$ cat config.mk
export PLATFORM = sky130hd
export DESIGN_NAME = acc_cpu_ctrl
export DESIGN_NICKNAME = d
export VERILOG_FILES = /design/src/rtl/acc_cpu_pkg.sv /design/src/rtl/acc_cpu_regs.sv /design/src/rtl/acc_cpu_ctrl.sv
export SDC_FILE = /design/constraint.sdc
export NUM_CORES = 1
export LEC_CHECK = 0
export CORE_ASPECT_RATIO = 1.25
export CORE_MARGIN = 10
export CORE_UTILIZATION = 56
export DETAILED_ROUTE_END_ITERATION = 8
export PLACE_DENSITY = 0.95
export SYNTH_ARGS = -nofsm -noshare
export SYNTH_HDL_FRONTEND = slang
export SYNTH_HIERARCHICAL = 1
export SYNTH_SLANG_ARGS = --single-unit
$ cat constraint.sdc
create_clock -name clk -period 7.06 [get_ports clk]
set_clock_uncertainty 0.15 [all_clocks]
set_input_delay 1.059 -clock clk [delete_from_list [all_inputs] [get_ports clk]]
set_output_delay 1.059 -clock clk [all_outputs]
set_load 0.01 [all_outputs]
$ cat src/rtl/acc_cpu_pkg.sv
// Shared definitions for the accumulator CPU sequencer:
// opcodes, FSM state encoding and instruction word fields.
package acc_cpu_pkg;

    localparam logic [3:0] OP_NOP   = 4'h0;
    localparam logic [3:0] OP_LOAD  = 4'h1;
    localparam logic [3:0] OP_STORE = 4'h2;
    localparam logic [3:0] OP_ADD   = 4'h3;
    localparam logic [3:0] OP_SUB   = 4'h4;
    localparam logic [3:0] OP_DIV   = 4'h5;
    localparam logic [3:0] OP_JMP   = 4'h6;
    localparam logic [3:0] OP_JZ    = 4'h7;
    localparam logic [3:0] OP_HALT  = 4'hF;

    localparam int IR_OP_HI = 15;
    localparam int IR_OP_LO = 12;
    localparam int IR_AD_HI = 7;
    localparam int IR_AD_LO = 0;
    localparam int IR_AD_W  = IR_AD_HI - IR_AD_LO + 1;

    typedef enum logic [3:0] {
        S_F1,
        S_F2,
        S_DEC,
        S_RD,
        S_ALU,
        S_ST,
        S_DCHK,
        S_DW1,
        S_DW2,
        S_HALT
    } state_t;

endpackage

$ cat src/rtl/acc_cpu_regs.sv
// Architectural register file of the accumulator CPU:
// PC, IR, ACC, MDR, MAR and Z, each with its own load enable.
module acc_cpu_regs #(
    parameter int                ADDR_W   = 8,
    parameter int                DATA_W   = 16,
    parameter int                AD_W     = 8,
    parameter logic [ADDR_W-1:0] RESET_PC = '0
) (
    input  logic              clk_i,
    input  logic              rst_ni,
    input  logic              pc_en_i,
    input  logic [ADDR_W-1:0] pc_d_i,
    input  logic              ir_en_i,
    input  logic [3:0]        ir_op_d_i,
    input  logic [AD_W-1:0]   ir_ad_d_i,
    input  logic              acc_en_i,
    input  logic [DATA_W-1:0] acc_d_i,
    input  logic              mdr_en_i,
    input  logic [DATA_W-1:0] mdr_d_i,
    input  logic              mar_en_i,
    input  logic [ADDR_W-1:0] mar_d_i,
    input  logic              z_en_i,
    input  logic              z_d_i,
    output logic [ADDR_W-1:0] pc_o,
    output logic [3:0]        ir_op_o,
    output logic [AD_W-1:0]   ir_ad_o,
    output logic [DATA_W-1:0] acc_o,
    output logic [DATA_W-1:0] mdr_o,
    output logic [ADDR_W-1:0] mar_o,
    output logic              z_o
);

    logic [ADDR_W-1:0] pc_q;
    logic [3:0]        ir_op_q;
    logic [AD_W-1:0]   ir_ad_q;
    logic [DATA_W-1:0] acc_q;
    logic [DATA_W-1:0] mdr_q;
    logic [ADDR_W-1:0] mar_q;
    logic              z_q;

    // IR[11:8] has no meaning in the ISA, so only the decoded fields are held.
    always_ff @(posedge clk_i or negedge rst_ni) begin
        if (!rst_ni) begin
            pc_q    <= RESET_PC;
            ir_op_q <= '0;
            ir_ad_q <= '0;
            acc_q   <= '0;
            mdr_q   <= '0;
            mar_q   <= '0;
            z_q     <= 1'b0;
        end else begin
            if (pc_en_i) pc_q <= pc_d_i;
            if (ir_en_i) begin
                ir_op_q <= ir_op_d_i;
                ir_ad_q <= ir_ad_d_i;
            end
            if (acc_en_i) acc_q <= acc_d_i;
            if (mdr_en_i) mdr_q <= mdr_d_i;
            if (mar_en_i) mar_q <= mar_d_i;
            if (z_en_i)   z_q   <= z_d_i;
        end
    end

    assign pc_o    = pc_q;
    assign ir_op_o = ir_op_q;
    assign ir_ad_o = ir_ad_q;
    assign acc_o   = acc_q;
    assign mdr_o   = mdr_q;
    assign mar_o   = mar_q;
    assign z_o     = z_q;

endmodule

$ cat src/rtl/acc_cpu_ctrl.sv
// Multicycle fetch/decode/execute sequencer of the accumulator CPU.
// Drives the RAM port and the iterative divider handshake.
module acc_cpu_ctrl
    import acc_cpu_pkg::*;
#(
    parameter int                ADDR_W   = 8,
    parameter int                DATA_W   = 16,
    parameter logic [ADDR_W-1:0] RESET_PC = 8'h00
) (
    input  logic              clk,
    input  logic              rst,
    output logic [ADDR_W-1:0] mem_addr,
    output logic              mem_we,
    output logic [DATA_W-1:0] mem_wdata,
    input  logic [DATA_W-1:0] mem_rdata,
    output logic [DATA_W-1:0] div_a,
    output logic [DATA_W-1:0] div_b,
    output logic              div_load,
    input  logic              div_done,
    input  logic [DATA_W-1:0] div_q,
    output logic [ADDR_W-1:0] pc,
    output logic [DATA_W-1:0] acc,
    output logic              zflag,
    output logic              halted,
    output logic              div_err
);

    state_t state_q;
    logic   mem_we_q;
    logic   div_load_q;
    logic   halted_q;
    logic   div_err_q;

    logic [ADDR_W-1:0]  pc_q;
    logic [3:0]         ir_op_q;
    logic [IR_AD_W-1:0] ir_ad_q;
    logic [DATA_W-1:0]  acc_q;
    logic [DATA_W-1:0]  mdr_q;
    logic [ADDR_W-1:0]  mar_q;
    logic               z_q;

    logic               pc_en;
    logic [ADDR_W-1:0]  pc_d;
    logic               ir_en;
    logic               acc_en;
    logic [DATA_W-1:0]  acc_d;
    logic               mdr_en;
    logic [DATA_W-1:0]  mdr_d;
    logic               mar_en;
    logic [ADDR_W-1:0]  mar_d;
    logic               z_d;
    logic [ADDR_W-1:0]  opnd;

    assign opnd = ADDR_W'(ir_ad_q);

    acc_cpu_regs #(
        .ADDR_W   (ADDR_W),
        .DATA_W   (DATA_W),
        .AD_W     (IR_AD_W),
        .RESET_PC (RESET_PC)
    ) u_regs (
        .clk_i     (clk),
        .rst_ni    (rst),
        .pc_en_i   (pc_en),
        .pc_d_i    (pc_d),
        .ir_en_i   (ir_en),
        .ir_op_d_i (mem_rdata[IR_OP_HI:IR_OP_LO]),
        .ir_ad_d_i (mem_rdata[IR_AD_HI:IR_AD_LO]),
        .acc_en_i  (acc_en),
        .acc_d_i   (acc_d),
        .mdr_en_i  (mdr_en),
        .mdr_d_i   (mdr_d),
        .mar_en_i  (mar_en),
        .mar_d_i   (mar_d),
        .z_en_i    (acc_en),
        .z_d_i     (z_d),
        .pc_o      (pc_q),
        .ir_op_o   (ir_op_q),
        .ir_ad_o   (ir_ad_q),
        .acc_o     (acc_q),
        .mdr_o     (mdr_q),
        .mar_o     (mar_q),
        .z_o       (z_q)
    );

    always_comb begin
        pc_en  = 1'b0;
        pc_d   = pc_q + ADDR_W'(1);
        ir_en  = 1'b0;
        acc_en = 1'b0;
        acc_d  = acc_q;
        mdr_en = 1'b0;
        mdr_d  = mem_rdata;
        mar_en = 1'b0;
        mar_d  = pc_q;
        case (state_q)
            S_F1: mar_en = 1'b1;
            S_F2: begin
                ir_en = 1'b1;
                pc_en = 1'b1;
            end
            S_DEC: begin
                mar_en = 1'b1;
                mar_d  = opnd;
                pc_d   = opnd;
                pc_en  = (ir_op_q == OP_JMP) ||
                         ((ir_op_q == OP_JZ) && z_q);
            end
            S_RD: mdr_en = 1'b1;
            S_ALU: begin
                acc_en = 1'b1;
                case (ir_op_q)
                    OP_ADD:  acc_d = acc_q + mdr_q;
                    OP_SUB:  acc_d = acc_q - mdr_q;
                    default: acc_d = mdr_q;
                endcase
            end
            S_ST: begin
                mdr_en = 1'b1;
                mdr_d  = acc_q;
            end
            S_DCHK: begin
                acc_en = (mdr_q == '0);
                acc_d  = '1;
            end
            S_DW2: begin
                acc_en = div_done;
                acc_d  = div_q;
            end
            default: ;
        endcase
    end

    assign z_d = (acc_d == '0);

    // Strobes are registered on the transition into the state that owns them.
    always_ff @(posedge clk or negedge rst) begin
        if (!rst) begin
            state_q    <= S_F1;
            mem_we_q   <= 1'b0;
            div_load_q <= 1'b0;
            halted_q   <= 1'b0;
            div_err_q  <= 1'b0;
        end else begin
            mem_we_q   <= 1'b0;
            div_load_q <= 1'b0;
            case (state_q)
                S_F1: state_q <= S_F2;
                S_F2: state_q <= S_DEC;
                S_DEC: begin
                    case (ir_op_q)
                        OP_STORE: begin
                            state_q  <= S_ST;
                            mem_we_q <= 1'b1;
                        end
                        OP_LOAD, OP_ADD, OP_SUB, OP_DIV:
                            state_q <= S_RD;
                        OP_HALT: begin
                            state_q  <= S_HALT;
                            halted_q <= 1'b1;
                        end
                        default: state_q <= S_F1;
                    endcase
                end
                S_RD: begin
                    if (ir_op_q == OP_DIV) begin
                        state_q    <= S_DCHK;
                        div_load_q <= (mem_rdata != '0);
                    end else begin
                        state_q <= S_ALU;
                    end
                end
                S_ALU: state_q <= S_F1;
                S_ST:  state_q <= S_F1;
                S_DCHK: begin
                    if (mdr_q == '0) begin
                        state_q   <= S_F1;
                        div_err_q <= 1'b1;
                    end else begin
                        state_q <= S_DW1;
                    end
                end
                // div_done is still high from the previous divide here.
                S_DW1: state_q <= S_DW2;
                S_DW2: if (div_done) state_q <= S_F1;
                S_HALT: state_q <= S_HALT;
                default: state_q <= S_F1;
            endcase
        end
    end

    assign mem_addr  = mar_q;
    assign mem_we    = mem_we_q;
    assign mem_wdata = acc_q;
    assign div_a     = acc_q;
    assign div_b     = mdr_q;
    assign div_load  = div_load_q;
    assign pc        = pc_q;
    assign acc       = acc_q;
    assign zflag     = z_q;
    assign halted    = halted_q;
    assign div_err   = div_err_q;

endmodule

# Yosys cells after proc, flatten, opt, wreduce, memory -nomap -nowiden
# Cells that the tools add are included.
[word_totals]
regBits = 69
inputBits = 35
elab_cells = 63
[classes]
n_addsub = 3
eq_ne = 18
mux = 19
n_reduce_logical = 11
[ops]
columns = ["operator", "count"]
rows = [
  ["16-bit case mux with 3 select lines", 1],
  ["4-bit by 3-bit equality test with 1-bit output (second input constant)", 8],
  ["16-bit zero test", 2],
  ["16-bit case mux with 2 select lines", 1],
  ["4-bit case mux with 8 select lines", 1],
  ["16-bit adder", 1],
  ["4-bit by 2-bit equality test with 1-bit output (second input constant)", 4],
  ["16-bit 2-to-1 mux", 1],
  ["8-bit 2-to-1 mux", 2],
  ["16-bit nonzero test", 1],
  ["16-bit subtractor", 1],
  ["4-bit equality test (second input constant)", 3],
  ["4-bit case mux with 3 select lines", 1],
  ["8-bit by 1-bit adder with 8-bit output (second input constant)", 1],
  ["4-bit by 1-bit equality test with 1-bit output (second input constant)", 2],
  ["1-bit 2-to-1 mux", 7],
  ["4-bit zero test", 1],
  ["4-bit 2-to-1 mux", 1],
  ["2-bit AND reduction", 2],
  ["2-bit OR reduction", 2],
  ["4-bit OR reduction", 1],
  ["3-bit 2-to-1 mux", 1],
  ["1-bit case mux with 3 select lines", 1],
  ["2-bit 2-to-1 mux", 1],
  ["other kinds (4)", 4],
]

# Depth between registers and ports, before layout
# Gate-level depths: netlist of run 1.
[logic_depth]
ltp_word = 4
ltp_mapped = 16
mapped_depth_nobuf = 16

# Cells and area by module
# Netlist of run 1, hierarchy kept.
[modules_own_cells]
columns = ["mod", "instances", "cells_per_inst", "area_each_um2", "seq_area_each_um2"]
rows = [
  ["acc_cpu_ctrl", 1, 420, 2947.8, 200.2],
  ["acc_cpu_regs", 1, 129, 2368.5, 1526.5],
]

# Worst setup path after synthesis of run 1
# Ideal clock, no wire load.
[synth_path]
path_kind = "flip-flop to flip-flop"
from = "reg u_regs.ir_op_q[1], in the netlist u_regs/ir_op_o[1]"
to = "reg u_regs.z_q, in the netlist u_regs/z_o"
setup_time_ns = 0.125
arrival_time_ns = 3.787
t_required_ns = 6.785
path_slack_ns = 2.999
stages_incl_launch_ff = 16
n_path_buf = 2
synth_period_minus_slack_ns = 4.061
path_cell_list = "dfrtp_1 -> buf_6 -> or4b_2 -> o31ai_1 -> xor2_1 -> ha_1 -> clkbuf_1 -> a21o_1 -> or3_1 -> a2111oi_2 -> o31ai_1 -> a2111o_1 -> nand3_1 -> nor2_1 -> and4bb_1 -> mux2_2"
[synth_between]
elab_chain_len = 4
[synth_rtl]
columns = ["element", "line", "text"]
rows = [
  ["start: declaration", "acc_cpu_regs.sv:34", "logic [3:0] ir_op_q;"],
  ["start signal: assignment", "acc_cpu_regs.sv:54", "ir_op_q <= ir_op_d_i;"],
  ["4-bit by 3-bit equality test with 1-bit output or 4-bit by 2-bit equality test with 1-bit output (tied branches)", "acc_cpu_ctrl.sv:112", "case (ir_op_q)"],
  ["16-bit case mux with 2 select lines *", "acc_cpu_ctrl.sv:112", ""],
  ["16-bit case mux with 3 select lines *", "acc_cpu_ctrl.sv:96", "case (state_q)"],
  ["net acc_d[13]", "acc_cpu_ctrl.sv:46", "logic [DATA_W-1:0] acc_d;"],
  ["16-bit zero test *", "acc_cpu_ctrl.sv:134", "assign z_d = (acc_d == '0);"],
  ["net z_d", "acc_cpu_ctrl.sv:51", "logic z_d;"],
  ["end signal: assignment", "acc_cpu_regs.sv:60", "if (z_en_i) z_q <= z_d_i;"],
  ["end: declaration", "acc_cpu_regs.sv:39", "logic z_q;"],
]
# The timed path passes the listed nets; every way through them passes the cells marked *.
# A chain may end at the register's enable or synchronous reset.

# Final worst setup path of run 1
[layout_path]
from = "reg u_regs.ir_op_q[0], in the netlist u_regs/ir_op_o[0]"
to = "reg u_regs.z_q, in the netlist u_regs/z_o"
# Same word-level chain as after synthesis.

==> results.toml, run 1 <==
[cts]
post_cts_hold_buffer_count = 0
number_of_cts_inserted_buffers = 9
tritoncts = "yes"
h-tree-depth = 3
post_cts.resized_instances = 0
clock-root-buffer = "clkbuf_16"
clock_latency_ps = 340
max-clock-path-buffers = 2
post-cts-setup-buffer-count = 0
clock_transition_at_the_registers_of_the_reported_paths_ps = 60
cts.sinks = 69

[routing]
drt_via_density = 6.22
drtPass1Iterations = 5
dr.first_iter.drc_count = 528
detail-route-antenna-nets = 0
wl_mm = 16.2
route.detailed.drc = 0
route.vias.total = 4699
routed_wire_length_per_instance_um = 21.5

[synth]
synthFlopType = "dfrtp_1"
syn_nets = 602
post-synth-top-area-fraction_pct = 32.5
netlist_top_cells_area = "dfrtp_1 (32%), mux2_2 (12%), mux2_4 (5.6%)"
synthesis.area_um2 = 5320
synth.lib_cells_used.distinct = 66
synthMostInstantiatedCell = "dfrtp_1"
syn_avg_cell_area_um2 = 9.68
yosysWarnings = 6
synth-edff-count = 0
async_flop_share_pct = 100
synthCells = 549
ys_ff_latch = 69
synth_common_cells = "dfrtp_1 (69), mux2_2 (58), nor2_1 (48), nand2_1 (36), buf_4 (33)"
post-synth-top-area-cell = "dfrtp_1"
ys_seq_area_share_pct = 32.5

[sta]
min_period_over_period_pct = 64.5
layout_min_cycle_time_ps = 4560
slew_headroom_pct = 14.3
clock.fmax_ghz = 0.220
max_slew_violation_total_from_the_final_report = 0
worstMarginPinSlew_ps = 1270
timing.setup.tns_ps = 0
setup_viol_count_final = 0
hold_violations = 0
rsz0062_at_grt = "no"

[power_and_ir_drop]
leakage_nw = 2.76
cellPowerDensity_nw_per_um2 = 589
worst_ir_drop_vdd_v = 0.000330

[critical_path]
timing.setup.critical_path_class = "reg2reg"
data_arrival_time_of_the_worst_path_ps = 4630
timing.critical_path.required_ps = 7130
setup.worst_path.start_class = "flip-flop"
critical_path_peak_fanout = 7
end_kind = "flip-flop"

[global_routing]
gr-usage-all-layers_pct = 22.9
grt_pass1_wl_mm = 25.3
first_global_vias = 4780
grt_start_max_net_pins = 70
antenna_violations_before_repair = 0
grt_remaining_overflow = 0

[placement]
place.detailed.hpwl_mm = 11.8
routabilityCongestion = 0.943
buffers_added_on_ports = 119
placedCellCount = 739

[cells_and_area]
share_of_layout_cells_above_drive_strength_1_pct = 17.9
num_antenna_cells = 0
fillers = 633
design.final.nets = 680
number_of_cells_in_the_finished_layout_apart_from_fillers = 755
multiInputGateArea_um2 = 3140
layout-area-overhead-vs-synth_pct = 24.4
seqCellArea_um2 = 1730

[floorplan]
initial_utilization_pct = 57.6
io_pins = 120
core_um2 = 9220
die_w_um = 107
chipHeight_um = 129
rows = 39
die_area_um2 = 13800

[job]
maxCapViolations = 0

[run_status]
status = "finished clean"

[worst_hold_path]
worst_hold_path_type = "reg2reg"
==> metrics by stage <==
stage	utilization (%)	power (mW)	hold slack, ps	worst slack (ps)	area, um^2
floorplan	-	2.65	330	3000	5320
global placement	68.3	3.30	322	2720	6300
detailed placement	68.3	3.38	329	2670	6300
CTS	71.7	3.87	354	2630	6620
global route	71.7	4.17	369	2340	6620
finish	71.7	3.89	354	2500	6620
==> worst paths after layout <==
path	slack [ps]	end	cells after the start	from
max	2500	u_regs/z_o$_DFFE_PN0P_	13	u_regs/ir_op_o[0]$_DFFE_PN0P_
min	350	halted$_DFFE_PN0P_	1	halted$_DFFE_PN0P_
max reg2reg	2500	u_regs/z_o$_DFFE_PN0P_	13	u_regs/ir_op_o[0]$_DFFE_PN0P_
min reg2reg	350	halted$_DFFE_PN0P_	1	halted$_DFFE_PN0P_
max in group asynchronous	5390	u_regs/ir_ad_o[1]$_DFFE_PN0P_	2	rst
min in group asynchronous	750	u_regs/acc_o[3]$_DFFE_PN0P_	2	rst
==> kinds of logic (layout without fill, tap and decap cells) <==
logic type      count (synthesis)  after routing  share of synthesized area (%)
compound gates                121            121                           15.7
xor+xnor                       27             27                           4.45
fa+ha+maj                      18             18                           4.38
buf+inv                        75            158                           8.94
flops                          69             69                           32.5
mux                            80             80                           18.3
simple gates                  159            159                           15.8
==> registers in the layout, summed over array words and instances, names as in the netlist <==
signal,count
u_regs/acc_o,16
u_regs/mdr_o,16
u_regs/ir_ad_o,8
u_regs/mar_o,8
u_regs/pc_o,8
state_q,4
u_regs/ir_op_o,4
div_err,1
div_load,1
halted,1
mem_we,1
u_regs/z_o,1
==> per-layer routing <==
metal  GRT usage [%]  share of wire, %  vias up  wire length (um)
met4            10.6               2.3        0               369
met3            6.49               9.3       31              1510
met2            39.3                50      254              8180
li1                -                 -     2152                 -
met5               0                 0        -                 0
met1            25.5                38     2262              6160
==> where the power goes <==
| part | switching (mW) | internal [mW] |
|---|---|---|
| sequential | 0.336 | 0.581 |
| combinational | 1.22 | 1.29 |
| clock | 0.176 | 0.292 |
| total | 1.73 | 2.16 |
==> cell usage in the layout, fill, tap and decap left out, types with 11 or more instances in the layout <==
| cell | netlist | final |
|---|---|---|
| a21oi_1 | 29 | 29 |
| clkdlybuf4s50_1 | 0 | 118 |
| dfrtp_1 | 69 | 69 |
| ha_1 | 17 | 17 |
| inv_1 | 19 | 19 |
| mux2_2 | 58 | 58 |
| mux2_4 | 20 | 20 |
| nand2_1 | 36 | 36 |
| nand3_1 | 11 | 11 |
| nor2_1 | 48 | 47 |
| nor3_1 | 13 | 13 |
| o21ai_0 | 23 | 23 |
| xnor2_1 | 17 | 17 |
==> cell type report <==
cell class | instances | area share [%]
clock buffer | 11 | 3.82
clock inverter | 5 | 0.889
inverter | 19 | 1.08
multi-input combinational | 405 | 47.4
sequential | 69 | 26.1
tap | 123 | 2.33
timing repair buffer | 123 | 18.4
==> worst max-delay path, stage by stage, from the launching register on <==
cell and delay (ps):
dfrtp_1 460, or4b_2 790, o31ai_1 120, xor2_1 180, ha_1 330, a21o_1 240, or3_1 320, a2111oi_2 530
o21ai_0 280, a211oi_1 290, a21oi_1 80, o22ai_1 180, and4bb_1 220, mux2_2 270
Note: power is estimated with default switching activity, not from simulation.
==> inputs of run 2 (changes only) <==
--- a/config.mk
+++ b/config.mk
@@ -7,9 +7,9 @@
 export LEC_CHECK = 0
 export CORE_ASPECT_RATIO = 1.25
 export CORE_MARGIN = 10
-export CORE_UTILIZATION = 56
+export CORE_UTILIZATION = 52
 export DETAILED_ROUTE_END_ITERATION = 8
-export PLACE_DENSITY = 0.95
+export PLACE_DENSITY = 0.92
 export SYNTH_ARGS = -nofsm -noshare
 export SYNTH_HDL_FRONTEND = slang
 export SYNTH_HIERARCHICAL = 1
==> constraint.sdc (replaced) <==
create_clock -name clk -period 4.3 [get_ports clk]
set_clock_uncertainty 0.15 [all_clocks]
set_input_delay 0.645 -clock clk [delete_from_list [all_inputs] [get_ports clk]]
set_output_delay 0.645 -clock clk [all_outputs]
set_load 0.01 [all_outputs]
==> run 2 against run 1 <==
Hold slack worse by 76 ps. Register-to-register slack worse by 2400 ps. Critical endpoint unchanged. Setup slack worse by 2400 ps. Clock power increased by 63%. Largest cell class unchanged. Core utilization decreased by 4.5 points. Global-route usage decreased by 0.47 points. Die area grew 6.4%. Via count rose by 3.5%. Clock-buffer cell count unchanged. Sequential cell count unchanged. Sequential share of layout area fell by 0.56 points. Critical path type unchanged.
==> results.toml, run 2 (synthesis results as in run 1) <==
[run_status]
status = "finished clean"

[power_and_ir_drop]
cellInternalPower_mw = 3.67
leakage_nw = 2.85
p_seq_share_pct = 22.3
power.share.combinational_pct = 66.1
total_switching_power_mw = 2.96
worst_ir_drop_vdd_v = 0.000529
cellPowerDensity_nw_per_um2 = 980
p_total_mw = 6.63
sw_frac_of_total_pct = 44.7
power_frac_clock_pct = 11.5

[cells_and_area]
final_cell_mix = "clkdlybuf4s50_1 (118), dfrtp_1 (69), mux2_2 (58), nor2_1 (48), nand2_1 (36)"
layout-area-overhead-vs-synth_pct = 27.1
fillers = 762
share_of_layout_cells_above_drive_strength_1_pct = 20.2
num_antenna_cells = 0
layout.cells.most_common = "clkdlybuf4s50_1"
design.final.nets = 697

[floorplan]
io_pins = 120
die_w_um = 110
chipHeight_um = 133
core_um2 = 10100
die_area_um2 = 14700
initial_utilization_pct = 52.9
rows = 41

[routing]
wl_mm = 17.2
detail-route-antenna-nets = 0
route.vias.total = 4865
drtPass1Iterations = 6
drt_via_density = 6.25
route.detailed.drc = 0
dr.first_iter.drc_count = 430
routed_wire_length_per_instance_um = 22.1

[sta]
clock.fmax_ghz = 0.241
worst_slack_ps = 152
worstMarginPinSlew_ps = 1280
hold_violations = 0
hold_slack_ps = 278
min_period_over_period_pct = 96.5
setup_viol_count_final = 0
layout_min_cycle_time_ps = 4150
max_slew_violation_total_from_the_final_report = 0
slew_headroom_pct = 13.9

[cts]
clock_latency_ps = 340
post-cts-setup-buffer-count = 0
cts.sinks = 69
tritoncts = "yes"
clock-root-buffer = "clkbuf_16"
max-clock-path-buffers = 2
number_of_cts_inserted_buffers = 9
clock_transition_at_the_registers_of_the_reported_paths_ps = 60
h-tree-depth = 3
post_cts_hold_buffer_count = 0

[global_routing]
gr-usage-all-layers_pct = 22.4
first_global_vias = 4905
grt_pass1_wl_mm = 27.0
antenna_violations_before_repair = 1
grt_remaining_overflow = 0
grt_start_max_net_pins = 40

[placement]
place.detailed.hpwl_mm = 13.0
buffers_added_on_ports = 119
place_worst_setup_slack_ps = 102
routabilityCongestion = 0.922

[critical_path]
critical_path_peak_fanout = 8
timing.setup.critical_path_class = "reg2reg"
timing.critical_path.required_ps = 4370
critPathLaunch = "u_regs/ir_op_o[0]$_DFFE_PN0P_"
critical_register_to_register_path_startpoint = "u_regs/ir_op_o[0]$_DFFE_PN0P_"
setup.worst_path.start_class = "flip-flop"
end_kind = "flip-flop"
data_arrival_time_of_the_worst_path_ps = 4220

[job]
maxCapViolations = 0

[worst_hold_path]
worst_hold_path_type = "in2async"
==> run 2: cell type report <==
type / instances / area [um^2] / area share (%)
flip-flops and latches: 69 / 1730 / 25.5
repair buffers: 140 / 1340 / 19.9
clock buffers: 11 / 243 / 3.59
clock inverters: 5 / 58.8 / 0.870
well taps: 129 / 161 / 2.39
multi-input cells: 405 / 3150 / 46.7
inverters: 19 / 71.3 / 1.06
==> run 2: per-stage QoR <==
stage | cell area [um^2] | TNS [ps] | instances | util (%)
finish | 6760 | 0 | 778 | 67.2
detailed placement | 6440 | 0 | 762 | 64.0
global route | 6760 | -28.6 | 778 | 67.2
CTS | 6740 | 0 | 778 | 67.0
floorplan | 5320 | 0 | 549 | -
global placement | 6440 | 0 | 762 | 64.0
==> run 2: power by group through the flow <==
stage / clock network, mW / registers (mW) / logic (mW)
2_1_floorplan: 0 / 1.39 / 2.95
3_3_place_gp: 0 / 1.44 / 4.21
3_5_place_dp: 0 / 1.47 / 4.30
4_1_cts: 0.772 / 1.46 / 4.34
5_1_grt: 0.799 / 1.53 / 4.71
6_report: 0.765 / 1.48 / 4.38
==> run 2: path summary, 6_finish.rpt <==
kind	endpoint	slack [ps]	cells after the start
worst max-delay path	u_regs/z_o$_DFFE_PN0P_	150	16
worst min-delay path	u_regs/acc_o[4]$_DFFE_PN0P_	280	1
worst max register to register	u_regs/z_o$_DFFE_PN0P_	150	16
worst min register to register	halted$_DFFE_PN0P_	350	1
max in group asynchronous	u_regs/pc_o[2]$_DFFE_PN0P_	2790	2
min in group clk	halted$_DFFE_PN0P_	350	1
==> run 2: what timing repair did <==
item / in CTS / in global routing
endpoints found under the setup margin: 0 / 1
resized for setup: 0 / 4
endpoints found under the hold margin: 0 / 0
==> run 2: worst max-delay path, cell delays in order (launching register included) <==
cell and delay (ps):
dfrtp_1 400, buf_4 170, nor4b_4 480, buf_4 240, nor2_1 60, xnor2_1 140, ha_1 270, a21o_1 210
or3_1 320, a2111oi_2 210, buf_4 180, o21ai_0 150, a211oi_1 280, a21oi_1 70, o22ai_1 240, and4bb_1 220
mux2_2 260
==> run 2: metal layers <==
metal | vias up | track usage [%] | share of wire, %
met4 | 2 | 11.8 | 4.1
met2 | 252 | 38.2 | 50
li1 | 2187 | - | -
met5 | - | 0 | 0.064
met3 | 63 | 5.97 | 8.2
met1 | 2361 | 24.9 | 37
==> inputs of run 3 (changes only) <==
--- a/config.mk
+++ b/config.mk
@@ -5,11 +5,11 @@
 export SDC_FILE = /design/constraint.sdc
 export NUM_CORES = 1
 export LEC_CHECK = 0
-export CORE_ASPECT_RATIO = 1.25
+export CORE_ASPECT_RATIO = 1.5
 export CORE_MARGIN = 10
-export CORE_UTILIZATION = 52
+export CORE_UTILIZATION = 56
 export DETAILED_ROUTE_END_ITERATION = 8
-export PLACE_DENSITY = 0.92
+export PLACE_DENSITY = 0.95
 export SYNTH_ARGS = -nofsm -noshare
 export SYNTH_HDL_FRONTEND = slang
 export SYNTH_HIERARCHICAL = 1
==> constraint.sdc (replaced) <==
create_clock -name clk -period 5.09 [get_ports clk]
set_clock_uncertainty 0.15 [all_clocks]
set_input_delay 0.7635 -clock clk [delete_from_list [all_inputs] [get_ports clk]]
set_output_delay 0.7635 -clock clk [all_outputs]
set_load 0.01 [all_outputs]
==> run 3 against run 2 <==
Sequential cell count unchanged. Sequential power down 14%. Via count down 1.2%. Cell area down 1.5%.
==> results.toml, run 3 (synthesis results as in run 1) <==
[worst_hold_path]
worst_hold_path_type = "in2async"

[critical_path]
timing.setup.critical_path_class = "reg2reg"
worstPathCellList = "nor4b_4, nor2_1, xnor2_1, ha_1, a21oi_1, o22ai_1, a31oi_1, o211a_1, nor3_1, mux2_2, nor2_1, and4bb_1, mux2_2"
data_arrival_time_of_the_worst_path_ps = 4580
timing.critical_path.slowest_cell_delay_ps = 790
timing.critical_path.slowest_stage_cell = "nor4b_4"
critPathLaunch = "u_regs/ir_op_o[0]$_DFFE_PN0P_"
setup.worst_path.start_class = "flip-flop"
end_kind = "flip-flop"
timing.critical_path.required_ps = 5160
critical_path_peak_fanout = 14
critical_register_to_register_path_startpoint = "u_regs/ir_op_o[0]$_DFFE_PN0P_"

[sta]
worst_slack_ps = 584
min_period_over_period_pct = 88.5
timing.setup.tns_ps = 0
slew_headroom_pct = 11.9
max_slew_violation_total_from_the_final_report = 0
hold_violations = 0
worstMarginPinSlew_ps = 1310
clock.fmax_ghz = 0.222
rsz0062_at_grt = "no"
setup_viol_count_final = 0
hold_slack_ps = 188
layout_min_cycle_time_ps = 4510

[cells_and_area]
layout.cells.most_common = "clkdlybuf4s50_1"
share_of_layout_cells_above_drive_strength_1_pct = 17.9
num_antenna_cells = 0
final_cell_mix = "clkdlybuf4s50_1 (118), dfrtp_1 (69), mux2_2 (58), nor2_1 (48), nand2_1 (36)"
design.final.nets = 684
utilization_pct = 71.9
layout-area-overhead-vs-synth_pct = 25.2

[floorplan]
die_area_um2 = 13900
core_um2 = 9250
die_w_um = 99.6
io_pins = 120
rows = 43
chipHeight_um = 139
initial_utilization_pct = 57.4

[global_routing]
grt_pass1_wl_mm = 27.3
first_global_vias = 5048
gr-usage-all-layers_pct = 24.3
grt_start_max_net_pins = 55
grt_remaining_overflow = 0
antenna_violations_before_repair = 0

[cts]
cts.sinks = 69
h-tree-depth = 3
post_cts.resized_instances = 0
clock-root-buffer = "clkbuf_16"
tritoncts = "yes"
number_of_cts_inserted_buffers = 9
clock_transition_at_the_registers_of_the_reported_paths_ps = 60
post-cts-setup-buffer-count = 0
max-clock-path-buffers = 2
post_cts_hold_buffer_count = 0
clock_latency_ps = 340

[routing]
wl_mm = 17.4
routed_wire_length_per_instance_um = 23.3
drt_via_density = 6.43
detail-route-antenna-nets = 0
route.detailed.drc = 0
route.vias.total = 4806
dr.first_iter.drc_count = 370
drtPass1Iterations = 5

[power_and_ir_drop]
p_total_mw = 5.55
cellPowerDensity_nw_per_um2 = 834
worst_ir_drop_vdd_v = 0.000529
leakage_nw = 2.80

[job]
maxCapViolations = 0

[run_status]
status = "finished clean"

[placement]
place_worst_setup_slack_ps = 722
buffers_added_on_ports = 119
routabilityCongestion = 0.983
place.detailed.hpwl_mm = 13.0
## run 3: changes by cell type in the layout (fill, tap and decap cells not counted), sizes merged
cell	change
buf	-13
clkinvlp	-2
bufinv	+2
## run 3: layout make-up
class	instances	area (um^2)
Clock inverter	5	108
Sequential cell	69	1730
Clock buffer	11	233
Tap cell	112	140
Multi-Input combinational cell	405	3130
Fill cell	675	2600
Timing Repair Buffer	127	1250
Inverter	19	71.3
## run 3: power by group
group	internal (mW)	leakage [nW]	switching, mW
logic	1.79	1.78	1.75
registers	0.805	0.852	0.475
clock network	0.482	0.164	0.252
## run 3: worst paths after layout
path                                                 end  slack (ps)  cells past startpoint
setup reg to reg                  u_regs/z_o$_DFFE_PN0P_         580                     13
setup / recovery                  u_regs/z_o$_DFFE_PN0P_         580                     13
hold reg to reg                      div_err$_DFFE_PN0P_         340                      1
hold / removal                          mem_we$_DFF_PN0_         190                      1
max in group asynchronous  u_regs/ir_ad_o[4]$_DFFE_PN0P_        3560                      2
min in group clk                     div_err$_DFFE_PN0P_         340                      1
## run 3: per-layer routing
metal / wire length [um] / track usage, % / vias to the layer above
met5: 0 / 0 / -
met4: 800 / 15.0 / 0
met3: 1190 / 4.91 / 66
met2: 9220 / 43.4 / 229
met1: 6200 / 25.0 / 2356
li1: - / - / 2155
## run 3: stage by stage
stage                     area, um^2  cells
after floorplan                 5320    549
after global placement          6320    732
after detailed placement        6320    732
after CTS                       6660    748
after global routing            6660    748
final                           6660    748
## run 3: critical path, delay by kind of cell, from the launching register on
family | cells | cell delay (ps)
simple gates | 5 | 1610
xor+xnor | 1 | 200
compound gates | 4 | 900
mux | 2 | 630
flops | 1 | 470
fa+ha+maj | 1 | 420
